## src/rtl/bpu_pkg.sv

```systemverilog
// Shared types for the branch-predictor update block: queue geometry, prediction entry, FSM states.
// Supplies a default MXLEN when the enclosing build has not defined one.
`ifndef MXLEN
`define MXLEN 32
`endif

package bpu_pkg;
  localparam int XLEN     = `MXLEN;
  localparam int PQ_DEPTH = 8;
  localparam int PQ_AW    = $clog2(PQ_DEPTH);
  localparam int PQ_PW    = PQ_AW + 1;

  typedef struct packed {
    logic [XLEN-1:0] pc;
    logic            jump;
    logic [XLEN-1:0] target;
  } pred_entry_t;

  typedef enum logic {
    ST_RUN   = 1'b0,
    ST_FLUSH = 1'b1
  } bpu_state_e;
endpackage

```

## src/rtl/pred_queue.sv

```systemverilog
// In-order prediction queue: head is visible combinationally, push/pop take effect at the edge.
// Clear overrides push and pop; the caller must not push when full.
module pred_queue
  import bpu_pkg::*;
(
  input  logic        i_clk,
  input  logic        i_rstn,
  input  logic        i_push,
  input  pred_entry_t i_push_dat,
  input  logic        i_pop,
  input  logic        i_clear,
  output logic        o_full,
  output logic        o_empty,
  output pred_entry_t o_head
);
  logic [PQ_PW-1:0] r_wr_ptr;
  logic [PQ_PW-1:0] r_rd_ptr;
  pred_entry_t      r_mem [PQ_DEPTH];
  logic             w_do_push;
  logic             w_do_pop;

  assign o_empty   = (r_wr_ptr == r_rd_ptr);
  assign o_full    = (r_wr_ptr[PQ_AW] != r_rd_ptr[PQ_AW]) &&
                     (r_wr_ptr[PQ_AW-1:0] == r_rd_ptr[PQ_AW-1:0]);
  assign w_do_push = i_push && !o_full && !i_clear;
  assign w_do_pop  = i_pop && !o_empty && !i_clear;
  assign o_head    = r_mem[r_rd_ptr[PQ_AW-1:0]];

  always_ff @(posedge i_clk) begin
    if (!i_rstn || i_clear) begin
      r_wr_ptr <= '0;
      r_rd_ptr <= '0;
    end else begin
      if (w_do_push) r_wr_ptr <= r_wr_ptr + 1'b1;
      if (w_do_pop)  r_rd_ptr <= r_rd_ptr + 1'b1;
    end
  end

  // Payload storage carries no reset; pointers alone define validity.
  always_ff @(posedge i_clk) begin
    if (w_do_push) r_mem[r_wr_ptr[PQ_AW-1:0]] <= i_push_dat;
  end
endmodule

```

## src/rtl/bpu_update.sv

```systemverilog
// Matches in-order EXU resolves against queued predictions; redirect and predictor-update pulses one cycle after the pop.
// o_pred_ready drops when the queue is full or for the single FLUSH cycle after a mispredict.
module bpu_update
  import bpu_pkg::*;
(
  input  logic            i_clk,
  input  logic            i_rstn,
  input  logic            i_pred_valid,
  input  logic [XLEN-1:0] i_pred_pc,
  input  logic            i_pred_jump,
  input  logic [XLEN-1:0] i_pred_target,
  output logic            o_pred_ready,
  input  logic            i_res_valid,
  input  logic [XLEN-1:0] i_res_pc,
  input  logic            i_res_is_br,
  input  logic            i_res_taken,
  input  logic [XLEN-1:0] i_res_target,
  input  logic            i_flush,
  output logic [XLEN-1:0] o_exu_pcRedirect_npc,
  output logic            o_exu_pcRedirect_npc_valid,
  output logic [XLEN-1:0] o_pc_jumpsrc,
  output logic [XLEN-1:0] o_pc_jumpdst,
  output logic            o_ubtb_update,
  output logic            o_upht_update,
  output logic            o_ghr_update,
  output logic            o_satCnt_update,
  output logic            o_last_jump,
  output logic            o_q_empty,
  output logic            o_order_err,
  output logic [15:0]     o_mispred_cnt
);
  bpu_state_e      r_state;
  bpu_state_e      w_state_nxt;
  logic            w_full;
  logic            w_empty;
  pred_entry_t     w_head;
  pred_entry_t     w_push_dat;
  logic            w_push;
  logic            w_res_act;
  logic            w_pop;
  logic            w_taken;
  logic            w_mispred;
  logic            w_tgt_diff;
  logic            w_clear;
  logic [XLEN-1:0] w_npc;

  logic            r_redir_vld;
  logic [XLEN-1:0] r_npc;
  logic [XLEN-1:0] r_jumpsrc;
  logic [XLEN-1:0] r_jumpdst;
  logic            r_br_upd;
  logic            r_ubtb_upd;
  logic            r_last_jump;
  logic            r_order_err;
  logic [15:0]     r_mispred_cnt;

  assign o_pred_ready = !w_full && (r_state == ST_RUN);
  assign w_push       = i_pred_valid && o_pred_ready && !i_flush;
  assign w_push_dat   = '{pc: i_pred_pc, jump: i_pred_jump, target: i_pred_target};

  // Resolves arriving during FLUSH belong to the squashed path.
  assign w_res_act  = i_res_valid && (r_state == ST_RUN) && !i_flush;
  assign w_pop      = w_res_act && !w_empty;
  assign w_taken    = i_res_is_br && i_res_taken;
  assign w_tgt_diff = (i_res_target != w_head.target);
  assign w_mispred  = (w_taken != w_head.jump) || (w_taken && w_tgt_diff);
  assign w_npc      = w_taken ? i_res_target : (i_res_pc + XLEN'(4));
  assign w_clear    = i_flush || (w_pop && w_mispred);

  pred_queue u_pred_queue (
    .i_clk      (i_clk),
    .i_rstn     (i_rstn),
    .i_push     (w_push),
    .i_push_dat (w_push_dat),
    .i_pop      (w_pop),
    .i_clear    (w_clear),
    .o_full     (w_full),
    .o_empty    (w_empty),
    .o_head     (w_head)
  );

  always_ff @(posedge i_clk) begin
    if (!i_rstn) r_state <= ST_RUN;
    else         r_state <= w_state_nxt;
  end

  always_comb begin
    w_state_nxt = r_state;
    if (i_flush) begin
      w_state_nxt = ST_RUN;
    end else begin
      case (r_state)
        ST_RUN:   if (w_pop && w_mispred) w_state_nxt = ST_FLUSH;
        ST_FLUSH: w_state_nxt = ST_RUN;
        default:  w_state_nxt = ST_RUN;
      endcase
    end
  end

  always_ff @(posedge i_clk) begin
    if (!i_rstn) begin
      r_redir_vld   <= 1'b0;
      r_npc         <= '0;
      r_jumpsrc     <= '0;
      r_jumpdst     <= '0;
      r_br_upd      <= 1'b0;
      r_ubtb_upd    <= 1'b0;
      r_last_jump   <= 1'b0;
      r_order_err   <= 1'b0;
      r_mispred_cnt <= '0;
    end else begin
      r_redir_vld <= w_pop && w_mispred;
      r_br_upd    <= w_pop && i_res_is_br;
      r_ubtb_upd  <= w_pop && w_taken && (!w_head.jump || w_tgt_diff);
      if (w_pop && w_mispred) begin
        r_npc <= w_npc;
        if (r_mispred_cnt != 16'hFFFF) r_mispred_cnt <= r_mispred_cnt + 16'd1;
      end
      if (w_pop && i_res_is_br) begin
        r_last_jump <= i_res_taken;
        r_jumpsrc   <= i_res_pc;
        r_jumpdst   <= i_res_target;
      end
      if (w_res_act && (w_empty || (i_res_pc != w_head.pc))) r_order_err <= 1'b1;
    end
  end

  assign o_exu_pcRedirect_npc       = r_npc;
  assign o_exu_pcRedirect_npc_valid = r_redir_vld;
  assign o_pc_jumpsrc               = r_jumpsrc;
  assign o_pc_jumpdst               = r_jumpdst;
  assign o_ubtb_update              = r_ubtb_upd;
  assign o_upht_update              = r_br_upd;
  assign o_ghr_update               = r_br_upd;
  assign o_satCnt_update            = r_br_upd;
  assign o_last_jump                = r_last_jump;
  assign o_q_empty                  = w_empty;
  assign o_order_err                = r_order_err;
  assign o_mispred_cnt              = r_mispred_cnt;
endmodule

```

## config.mk

```make
export PLATFORM = sky130hd
export DESIGN_NAME = bpu_update
export DESIGN_NICKNAME = d
export VERILOG_FILES = /design/src/rtl/bpu_pkg.sv /design/src/rtl/pred_queue.sv /design/src/rtl/bpu_update.sv
export SDC_FILE = /design/constraint.sdc
export NUM_CORES = 1
export LEC_CHECK = 0
export ABC_AREA = 0
export CAP_MARGIN = 20
export CORE_ASPECT_RATIO = 1.4
export CORE_MARGIN = 2
export CORE_UTILIZATION = 50
export CTS_CLUSTER_DIAMETER = 50
export DETAILED_ROUTE_END_ITERATION = 16
export HOLD_SLACK_MARGIN = 0.06
export PLACE_DENSITY = 0.8
export SLEW_MARGIN = 20
export SYNTH_ARGS = -nofsm -noshare
export SYNTH_HDL_FRONTEND = slang
export SYNTH_SLANG_ARGS = --single-unit
```

## constraint.sdc

```tcl
create_clock -name i_clk -period 13.3 [get_ports i_clk]
set_clock_uncertainty 0.05 [all_clocks]
set_input_delay 3.99 -clock i_clk [delete_from_list [all_inputs] [get_ports i_clk]]
set_output_delay 3.99 -clock i_clk [all_outputs]
set_load 0.05 [all_outputs]
```

Word level (Yosys, flattened, before mapping)

Memories as Yosys holds them, arrays and structs flattened. A register that Yosys moved wholly into a read port is not among the register bits.
Index checks and enable logic that the tools add are counted.

Bits in registers: 126
Latch bits: 0
RAM bits: 520
Memory bits (read-only): 0
Bits of input ports: 136
Word-level logic and storage cells: 64
Memories: 1

Add/sub/neg operators: 4
Multipliers: 0
Divide/modulo/power cells: 0
$lt $le $gt $ge: 0
Equal/unequal tests: 7
Shift operators: 0
Multiplexer cells: 7
Bitwise logic cells: 2
Reductions and logical operators: 31

Memory list:

| name               | words | bits a word | rd ports | clocked after Yosys merged registers in | write ports | line             | text |
|---|---|---|---|---|---|---|---|
| u_pred_queue.r_mem | 8     | 65          | 1        | 1                                       | 1           | pred_queue.sv:18 | `pred_entry_t r_mem [PQ_DEPTH];` |

Operators with widths:

| cell                                           | count |
|---|---|
| != test 32 bit                                 | 2 |
| adder 32 x 3 -> 32 bit (second input constant) | 1 |
| 2-to-1 mux 32 bit                              | 1 |
| logical AND 1 bit                              | 18 |
| adder 16 x 1 -> 16 bit (second input constant) | 1 |
| != test 16 bit (second input constant)         | 1 |
| adder 4 x 1 -> 4 bit (second input constant)   | 2 |
| zero test 1 bit                                | 6 |
| 2-to-1 mux 3 bit                               | 2 |
| logical OR 1 bit                               | 5 |
| equality test 4 bit                            | 1 |
| equality test 3 bit                            | 1 |
| 2-to-1 mux 1 bit                               | 3 |
| != test 1 bit                                  | 2 |
| NOT 1 bit                                      | 2 |
| one-hot mux 1 bit (2 select lines)             | 1 |
| AND reduction 2 bit                            | 1 |
| OR reduction 2 bit                             | 1 |

Logic depth before layout (Yosys ltp)

Depth in word-level cells: 10
Depth in mapped cells: 14

Hierarchy

From an unflattened synthesis, not the netlist that was laid out.

Cell total of the unflattened synthesis: 1497
Area total of the unflattened synthesis: 26135.1 µm²

By module, submodules not included:

| module     | times used | cells an instance | area an instance (µm²) |
|---|---|---|---|
| pred_queue | 1          | 825               | 20074.3 |
| bpu_update | 1          | 672               | 6060.8 |

Worst setup path before layout

Ideal clock, no wire load.

Kind: in2reg
From: input i_res_target[17]
To: memory u_pred_queue.r_mem[0][0] (netlist name), enable pin
Setup time: 0.649 ns
Arrival: 11.581 ns
Path slack: 1.020 ns
Stages: 7
Cell sequence: xnor2_1 -> nor4_1 -> nand4_1 -> nor4_4 -> nor2_1 -> buf_2 -> nor4_1

Cells in the longest elaborated chain, start to end: 9

RTL lines:

| what                                   | line             | text |
|---|---|---|
| start, declared                        | bpu_update.sv:17 | `input logic [XLEN-1:0] i_res_target,` |
| != test 32 bit                         | bpu_update.sv:65 | `assign w_tgt_diff = (i_res_target != w_head.target);` |
| logical AND 1 bit                      | bpu_update.sv:66 | `assign w_mispred = (w_taken != w_head.jump) \|\| (w_taken && w_tgt_diff);` |
| logical OR 1 bit                       | bpu_update.sv:66 |  |
| logical AND 1 bit                      | bpu_update.sv:68 | `assign w_clear = i_flush \|\| (w_pop && w_mispred);` |
| logical OR 1 bit                       | bpu_update.sv:68 |  |
| zero test 1 bit                        | pred_queue.sv:25 | `assign w_do_push = i_push && !o_full && !i_clear;` |
| logical AND 1 bit                      | pred_queue.sv:25 |  |
| 2-to-1 mux 1 bit                       | pred_queue.sv:41 | `if (w_do_push) r_mem[r_wr_ptr[PQ_AW-1:0]] <= i_push_dat;` |
| 2-to-1 mux 1 bit (not written as such) | pred_queue.sv:41 |  |
| end, declared                          | pred_queue.sv:18 |  |

Every way passes these cells.

Final worst setup path

From: input i_res_target[4]
To: memory u_pred_queue.r_mem[3][27] (netlist name), enable pin

The elaborated chain is that of the path after synthesis.

==> out/qor.yml <==
flow_run:
  maxCapViolCount: 0
setup_path:
  startpoint_type: "input port"
  arrival_ps: 8060
  worstPathMaxFanout: 48
  worstSetupEndpointType: "flip-flop"
  path_class: "input port to flip-flop"
  required_ps: 13480
pwr:
  p_comb_share_pct: 5.2
  peakVddDrop_v: 0.000104
  p_seq_share_pct: 53.8
  p_clk_share_pct: 41.0
  power_density_nw_per_um2: 133
  swShare_pct: 20.6
  power_switching_w: 0.000848
  p_int_w: 0.00327
  p_leak_nw: 9.64
logic_synthesis:
  yosysWarnings: 0
  synth-async-reset-ratio_pct: 0
  ys_seq_area_share_pct: 70.6
  synth_top_area_share_pct: 60.6
  syn_inst: 1479
  syn_avg_cell_area_um2: 17.4
  yosysUniqueCellTypes: 50
  synth_area_leaders: "edfxtp_1, mux4_2, dfxtp_1"
  synth_flop_cell: "edfxtp_1"
  yosysTopAreaCell: "edfxtp_1"
  syn_nets: 1619
  ys_ff_latch: 649
  synth_area_um2: 25800
  synth-edff-count: 520
global_routing:
  first_global_vias: 14853
  grt_pass1_wl_um: 97700
  antenna_found_initial: 10
  grt_max_degree: 73
  overflow: 0
  track_usage_pct: 25.0
cts:
  clk_latency_ps: 600
  post_cts_resized: 0
  cts_tree: "yes"
  clock-sinks: 649
  cts_buffers: 58
  post_cts_buffers: 0
  holdBufCountCts: 0
  cts_buffer_depth: 3
  clk_pin_slew_ps: 60
  cts.htree.levels: 2
  clockRootBuffer: "clkbuf_16"
floorplanning:
  die_y_um: 273
  rows: 98
  io_pins: 257
  fp.dieW_um: 196
  dieArea_um2: 53400
  core_area_um2: 51000
  initial_core_util_pct: 50.5
sta:
  rsz0062_at_grt: "no"
  slew_viol_final: 0
  min_period_ps: 7890
  finalSetupViolCount: 0
  hold_ws_ps: 420
  finalCritPeriodShare_pct: 59.3
  worst_pin_slew_ps: 1110
  hold_viol_final: 0
  fin_setup_tns_ps: 0
  fmax_mhz: 127
  relSlewSlack_pct: 26.0
min_path:
  min_path_type: "flip-flop to flip-flop"
routing:
  dr.pass1.iters: 5
  wl_per_cell_um: 27.5
  drt_wl_total_um: 67000
  drc: 0
  viasPerCell: 6.10
  drt-initial-drc-count: 1501
  ant_nets: 0
  dr_total_vias: 14880
final_layout:
  final_common_cell: "edfxtp_1"
  fillers: 3565
  final_cell_mix: "edfxtp_1, clkdlybuf4s50_1, dfxtp_1"
  finalNonFillerCells: 2438
  nNetsFinal: 1876
  syn_to_final_growth_pct: 20.2
  drive_above_1_share_pct: 14.2
  final_core_util_pct: 60.7
placed_design:
  place_inst: 2326
  port_buffers: 256
  hpwl_um: 43900
  gp_congestion: 0.909
status:
  status: "finished clean"
## sequential cells by signal (all words and copies together) (netlist names), 4 cells and up, named ones only
name,flops
o_exu_pcRedirect_npc,32
o_mispred_cnt,16
o_pc_jumpdst,32
o_pc_jumpsrc,32
u_pred_queue.r_mem,520
u_pred_queue.r_rd_ptr,4
u_pred_queue.r_wr_ptr,4
## critical path, cell delays in order
cell and delay, ps:
clkdlybuf4s50_1 590, xnor2_1 150, nor4_1 390, nand4_1 410, nor4_4 310, buf_4 320
nor2_4 40, buf_4 340, nor4_2 380, buf_4 510, buf_4 550
## kinds of logic after synthesis
family	count (synthesis)	share of synthesized area, %
AO/OA/AOI/OAI	160	4.64
adder cells (fa/ha/maj)	4	0.194
buffers and inverters	93	1.76
multiplexers	233	14.7
flip-flops	649	70.6
XOR/XNOR	94	3.20
AND/OR/NAND/NOR	246	4.86
## final timing paths
path | cells after the start | slack (ps) | end | from
worst min register to register | 2 | 420 | o_exu_pcRedirect_npc[20] | o_exu_pcRedirect_npc[20]
worst max-delay path | 11 | 5410 | u_pred_queue.r_mem[3][27] | i_res_target[4]
worst max register to register | 13 | 7200 | u_pred_queue.r_mem[3][27] | flip-flop
worst min-delay path | 2 | 420 | o_exu_pcRedirect_npc[20] | o_exu_pcRedirect_npc[20]
## power by group through the flow
| stage | Clock [W] | Combinational, W | Sequential (W) |
|---|---|---|---|
| after floorplan | 0 | 0.0000769 | 0.00227 |
| after CTS | 0.00171 | 0.000212 | 0.00222 |
| after detailed placement | 0 | 0.000210 | 0.00226 |
| final | 0.00169 | 0.000213 | 0.00222 |
| after global routing | 0.00178 | 0.000223 | 0.00222 |
| after global placement | 0 | 0.000205 | 0.00226 |
## area by class of cell
class / instances / area (µm²) / share of cell area (%)
Antenna cell: 5 / 12.5 / 0.0404
Inverter: 6 / 22.5 / 0.0727
Clock buffer: 82 / 1720 / 5.55
Tap cell: 650 / 813 / 2.63
Timing Repair Buffer: 284 / 2790 / 9.00
Clock inverter: 25 / 231 / 0.747
Multi-Input combinational cell: 737 / 7180 / 23.2
Sequential cell: 649 / 18200 / 58.8
## through the flow
stage / power [W] / cell area (µm²) / setup slack [ps]
CTS: 0.00414 / 31000 / 5480
global route: 0.00422 / 31000 / 5270
finish: 0.00412 / 31000 / 5410
global placement: 0.00246 / 29000 / 5050
floorplan: 0.00235 / 25800 / 1020
detailed placement: 0.00247 / 29000 / 4890
## per-layer routing
metal	wire length [µm]	global-route usage, %	up-vias
met2	33900	42.4	783
met5	63	0	-
met3	5580	5.06	142
met4	2800	10.2	10
met1	24600	31.5	7531
li1	-	-	6414
## cell usage after synthesis, types with 4 or more instances
| master | count |
|---|---|
| a22o_1 | 68 |
| o211ai_1 | 20 |
| nand2_1 | 84 |
| a22oi_1 | 8 |
| buf_2 | 24 |
| nand4_1 | 25 |
| nor3_1 | 24 |
| buf_1 | 11 |
| and4_1 | 4 |
| dfxtp_1 | 129 |
| buf_4 | 8 |
| ha_1 | 4 |
| or3_1 | 6 |
| edfxtp_1 | 520 |
| nand2b_1 | 10 |
| inv_1 | 5 |
| buf_6 | 6 |
| nor4_1 | 20 |
| mux4_2 | 116 |
| a21oi_1 | 25 |
| nand3_1 | 22 |
| a311oi_1 | 4 |
| nor2_1 | 22 |
| and3_1 | 10 |
| mux2i_1 | 116 |
| clkbuf_1 | 38 |
| xor2_1 | 50 |
| xnor2_1 | 44 |
| o21ai_0 | 17 |
Power figures use the tool's default switching activity.
==> edit 1: new RTL, same flow settings <==
Add an input register stage for `i_pred_target`; this delays it by one clock. The other inputs are not delayed to match.
--- a/src/rtl/bpu_update.sv
+++ b/src/rtl/bpu_update.sv
@@ -29,6 +29,13 @@
   output logic            o_order_err,
   output logic [15:0]     o_mispred_cnt
 );
+
+  logic [XLEN-1:0] i_pred_target_q;
+
+  always_ff @(posedge i_clk) begin
+    i_pred_target_q <= i_pred_target;
+  end
+
   bpu_state_e      r_state;
   bpu_state_e      w_state_nxt;
   logic            w_full;
@@ -56,7 +63,7 @@
 
   assign o_pred_ready = !w_full && (r_state == ST_RUN);
   assign w_push       = i_pred_valid && o_pred_ready && !i_flush;
-  assign w_push_dat   = '{pc: i_pred_pc, jump: i_pred_jump, target: i_pred_target};
+  assign w_push_dat   = '{pc: i_pred_pc, jump: i_pred_jump, target: i_pred_target_q};
 
   // Resolves arriving during FLUSH belong to the squashed path.
   assign w_res_act  = i_res_valid && (r_state == ST_RUN) && !i_flush;
Behaviour: not the same (a bounded check fails within 4 cycles, from zero or initial values and one cycle with i_rstn low).
==> edit 1 against the original RTL <==
  * Die area rose by 2.4%
  * Register-to-register slack got worse by 0.60 ns
  * Global-route usage fell by 0.27 points
  * Routed wire length rose by 1.2%
  * Critical path depth fell by 1
  * Design area rose by 2.5%
  * Critical endpoint is now u_pred_queue.r_mem[0][57]$_DFFE_PP_
  * Worst setup slack improved by 0.17 ns
  * Sequential share of layout area rose by 0.58 points
  * Area after synthesis rose by 2.5%
  * Total power rose by 5.0%
  * Non-clock buffer count fell by 4
  * Clock power rose by 6%
  * Sequential cell count rose by 32
==> edit 1: results (changes against the original RTL) <==
- Via count: 15,200 (was 14,900)
- Largest stage delay, worst path: 0.87 ns (was 0.59 ns)
- Layout cells sized above 1: 0.144 (was 0.142)
- Syn_nets: 1,674 (was 1,619)
- GRT Overall Usage: 0.247 (was 0.250)
- TritonCTS buffer count: 60 (was 58)
- Reg2reg setup slack: 6.60 ns (was 7.20 ns)
- Synth top cells by count: 520 x edfxtp_1, 161 x dfxtp_1, 117 x mux4_2 (was 520 x edfxtp_1, 129 x dfxtp_1, 116 x mux2i_1, 116 x mux4_2, 84 x nand2_1)
- Post-Synthesis Cells: 1,534 (was 1,479)
- Reg2reg end: u_pred_queue.r_mem[0][57]$_DFFE_PP_ (was u_pred_queue.r_mem[3][27]$_DFFE_PP_)
- Cells resized by post-CTS repair: 0 (unchanged)
- Placer Congestion: 0.949 (was 0.909)
- 1st-pass router iterations: 5 (unchanged)
- Endpoint arrival time on the critical path: 7.90 ns (was 8.06 ns)
- Hold Startpoint: o_last_jump$_SDFFE_PN0P_ (was o_exu_pcRedirect_npc[20]$_SDFFE_PN0P_)
- Drt total wl: 67,800 microns (was 67,000 microns)
- Status: finished, final reports clean (unchanged)
- Dpl cell area: 29,600 sq um (was 29,000 sq um)
- Inst Count DP: 2,422 (was 2,326)
- Finished Layout Cells: 2,539 (was 2,438)
- Leakage: 9.83 nW (was 9.64 nW)
- R2R depth: 13 (unchanged)
- Worst Path Max Fanout: 65 (was 48)
- Detailed Place HPWL: 43,500 microns (was 43,900 microns)
- Fillers: 3,660 (was 3,565)
- Antenna violations before repair: 4 (was 10)
- Hold EP: o_last_jump$_SDFFE_PN0P_ (was o_exu_pcRedirect_npc[20]$_SDFFE_PN0P_)
- Worst-skew pair later-pin latency: 0.63 ns (was 0.60 ns)
- Nets@finish: 1,919 (was 1,876)
- Post-CTS Setup Inserts: 0 (unchanged)
- Max reg flops: 520 (unchanged)
- WHS Path Cells: 2 (unchanged)
- First-pass GRT wire length: 98,200 microns (was 97,700 microns)
- Critical Path Slowest Stage Cell: buf_4 (was clkdlybuf4s50_1)
- Peak supply drop: 0.000106 V (was 0.000104 V)
- Top cells by area, synth: edfxtp_1 59%, dfxtp_1 12%, mux4_2 10% (was edfxtp_1 61%, mux4_2 10%, dfxtp_1 10%)
- Worst Tran Pin Value: 1.16 ns (was 1.11 ns)
- Number of synthesized flops with an enable pin: 520 (unchanged)
- Pin count of the biggest net entering global routing: 66 (was 73)
- Bufs on Longest Clock Path: 3 (unchanged)
- Sequential share of the synthesized area: 0.714 (was 0.706)
- Synth unique cells: 47 (was 50)
- Number of DRC markers in iteration 0: 1,375 (was 1,501)
-- edit 1: cell count changes after synthesis, moves of 11 or more --
cell      before  now
o211ai_1      20    1
nor4_1        20   33
nand2_1       84   65
mux2i_1      116   92
o21ai_0       17   28
dfxtp_1      129  161
nor3_1        24    7
a21oi_1       25   49
nand3_1       22   48
o21ai_1        0   29
-- edit 1: how the worst max path moves through the flow --
stage,cells past startpoint,endpoint,startpoint,slack (ns)
3_3_place_gp,7,u_pred_queue.r_mem[6][46]$_DFFE_PP_,i_flush,4.83
2_1_floorplan,7,u_pred_queue.r_mem[3][0]$_DFFE_PP_,i_res_target[5],0.91
5_1_grt,10,u_pred_queue.r_mem[0][57]$_DFFE_PP_,i_res_is_br,5.40
4_1_cts,7,u_pred_queue.r_mem[6][62]$_DFFE_PP_,i_flush,5.30
6_report,10,u_pred_queue.r_mem[0][57]$_DFFE_PP_,i_res_target[5],5.58
3_5_place_dp,7,u_pred_queue.r_mem[0][40]$_DFFE_PP_,i_flush,4.73
-- edit 1: cell type report --
class / instances / area, sq um / area share
antenna: 1 / 2.50 / 0.0000788
inverter: 4 / 15.0 / 0.000473
timing repair buffer: 280 / 2770 / 0.0872
sequential: 681 / 18800 / 0.594
tap: 707 / 885 / 0.0279
multi-input combinational: 752 / 7160 / 0.225
clock buffer: 74 / 1640 / 0.0515
clock inverter: 40 / 435 / 0.0137
-- edit 1: tightest hold or removal path, delay by kind of cell, from the launching register on --
kind,cells,cell delay (ns)
flops,1,0.31
simple gates,2,0.09
-- edit 1: logic make-up after synthesis --
group                    Yosys count  synth area share
AO/OA/AOI/OAI                    203            0.0511
XOR/XNOR                          98            0.0325
adder cells (fa/ha/maj)            4           0.00190
buffers and inverters            101            0.0180
flip-flops                       681             0.714
multiplexers                     210             0.135
AND/OR/NAND/NOR                  237            0.0477
-- edit 1: power by group --
group | switching [mW] | internal [mW] | total [mW] | leakage, nW
clock | 0.775 | 1.02 | 1.79 | 1.00
combinational | 0.118 | 0.0811 | 0.199 | 2.82
sequential | 0.0194 | 2.31 | 2.33 | 6.01
-- edit 1: per-stage QoR --
| step | setup slack [ns] | hold WS (ns) |
|---|---|---|
| floorplan | 0.907 | 0.457 |
| global placement | 4.83 | 0.386 |
| detailed placement | 4.73 | 0.392 |
| CTS | 5.30 | 0.402 |
| global route | 5.40 | 0.433 |
| finish | 5.58 | 0.401 |
-- edit 1: layer usage --
layer,routed length [microns],GRT usage,share of wire
met5,34,0,0.00050
met1,24900,0.308,0.37
met4,3760,0.133,0.055
met2,33400,0.406,0.49
met3,5700,0.0525,0.084
==> edit 2: new RTL, same settings <==
Without the edit above. The macro `MXLEN` goes from 32 to 48.
--- a/src/rtl/bpu_pkg.sv
+++ b/src/rtl/bpu_pkg.sv
@@ -1,7 +1,7 @@
 // Shared types for the branch-predictor update block: queue geometry, prediction entry, FSM states.
 // Supplies a default MXLEN when the enclosing build has not defined one.
 `ifndef MXLEN
-`define MXLEN 32
+`define MXLEN 48
 `endif
 
 package bpu_pkg;
Interface: changed (7 resized); port bits go from 257 to 369. No check against the original RTL was run, so the function may have changed too.
==> edit 2 against the original RTL <==
  * Count of clock-buffer cells in the layout up 30
  * Global-route usage up 3.0 points
  * Hold slack worse by 0.0081 ns
  * Largest power group unchanged
  * Area after synthesis up 46%
  * Routed wire length up 64%
  * Worst setup slack worse by 1.1 ns
  * Synthesized cell count up 46%
  * Design area up 47%
  * Total power up 50%
  * Sequential share of layout area up 0.28 points
  * Largest cell class unchanged
  * Combinational power up 48%
  * Core utilization about the same
  * Sequential cell count up 304
==> edit 2: results (changes against the original RTL) <==
- Status: finished, final reports clean (unchanged)
- Met3 wire length: 13,100 microns (was 5580 microns)
- Routed len/inst: 30.7 microns (was 27.5 microns)
- Multiplexer area fraction after synthesis: 0.139 (was 0.147)
- Post-synthesis compound-gate area fraction: 0.0515 (was 0.0464)
- Setup WS pre-CTS: 3.84 ns (was 4.89 ns)
- Synth top cells by count: 776 x edfxtp_1, 177 x dfxtp_1, 170 x mux4_2 (was 520 x edfxtp_1, 129 x dfxtp_1, 116 x mux2i_1, 116 x mux4_2, 84 x nand2_1)
- Tot Pwr: 6.19 mW (was 4.12 mW)
- GRT Overall Usage: 0.279 (was 0.250)
- DR WL met2: 53,200 microns (was 33,900 microns)
- Via count: 22,700 (was 14,900)
- Syn_area_per_cell: 17.5 sq um (was 17.4 sq um)
- Met1 usage: 0.346 (was 0.315)
- Peak supply drop: 0.000102 V (was 0.000104 V)
- Clock sink count: 953 (was 649)
- Fillers: 5,208 (was 3,565)
- Clock buffer cells: 112 (was 82)
- PortBufs: 368 (was 256)
- Synth unique cells: 54 (was 50)
- Critical Path Slowest Stage Cell: a2111oi_0 (was clkdlybuf4s50_1)
- Syn_nets: 2,360 (was 1,619)
- Max H-tree Level: 3 (was 2)
- Number of synthesized flops with an enable pin: 776 (was 520)
- Drt total wl: 110,000 microns (was 67,000 microns)
- Diodes inserted: 14 (was 5)
- First-pass GRT wire length: 155,000 microns (was 97,700 microns)
- Metal1 wirelength: 37,700 microns (was 24,600 microns)
- Cell internal pwr: 4.82 mW (was 3.27 mW)
- Dpl cell area: 42,400 sq um (was 29,000 sq um)
- Post-Synth Adder-Cell Area: 0.00133 (was 0.00194)
- Met2 Use GR: 0.454 (was 0.424)
- Placer Congestion: 0.899 (was 0.909)
- Detailed Place HPWL: 72,200 microns (was 43,900 microns)
- Synth Area in XOR/XNOR: 0.0332 (was 0.0320)
- Signal buffers: 407 (was 284)
- Core area: 74,900 sq um (was 51,000 sq um)
- TritonCTS buffer count: 89 (was 58)
- Number of DRC markers in iteration 0: 3,030 (was 1,501)
- Finished Cell Area: 45,500 sq um (was 31,000 sq um)
- Nets@finish: 2,724 (was 1,876)
- Invs w/o clock: 8 (was 6)
- Worst-skew pair later-pin latency: 0.67 ns (was 0.60 ns)
- Antenna violations before repair: 27 (was 10)
- Worst Path Max Fanout: 47 (was 48)
- Endpoint arrival time on the critical path: 9.17 ns (was 8.06 ns)
- Sequential share of the synthesized area: 0.712 (was 0.706)
- Max reg flops: 776 (was 520)
-- edit 2: worst paths after layout --
path,slack (ns),depth (start not counted),to,start
setup / recovery,4.34,12,u_pred_queue.r_mem[5][73]$_DFFE_PP_,i_res_target[43]
hold / removal,0.41,2,o_last_jump$_SDFFE_PN0P_,o_last_jump$_SDFFE_PN0P_
setup reg to reg,5.91,14,u_pred_queue.r_mem[5][73]$_DFFE_PP_,flop
hold reg to reg,0.41,2,o_last_jump$_SDFFE_PN0P_,o_last_jump$_SDFFE_PN0P_
-- edit 2: worst register-to-register path, stage by stage (launching register included) --
cell       delay [ns]
dfxtp_4          0.87
buf_12           0.63
mux4_2           0.74
mux2i_1          0.46
xnor2_1          0.12
a2111oi_0        0.69
and4_1           0.29
nand4_1          0.17
nor4b_2          0.29
buf_4            0.54
nor2_2           0.33
buf_4            0.30
nor4_2           0.32
buf_4            0.56
buf_4            0.64
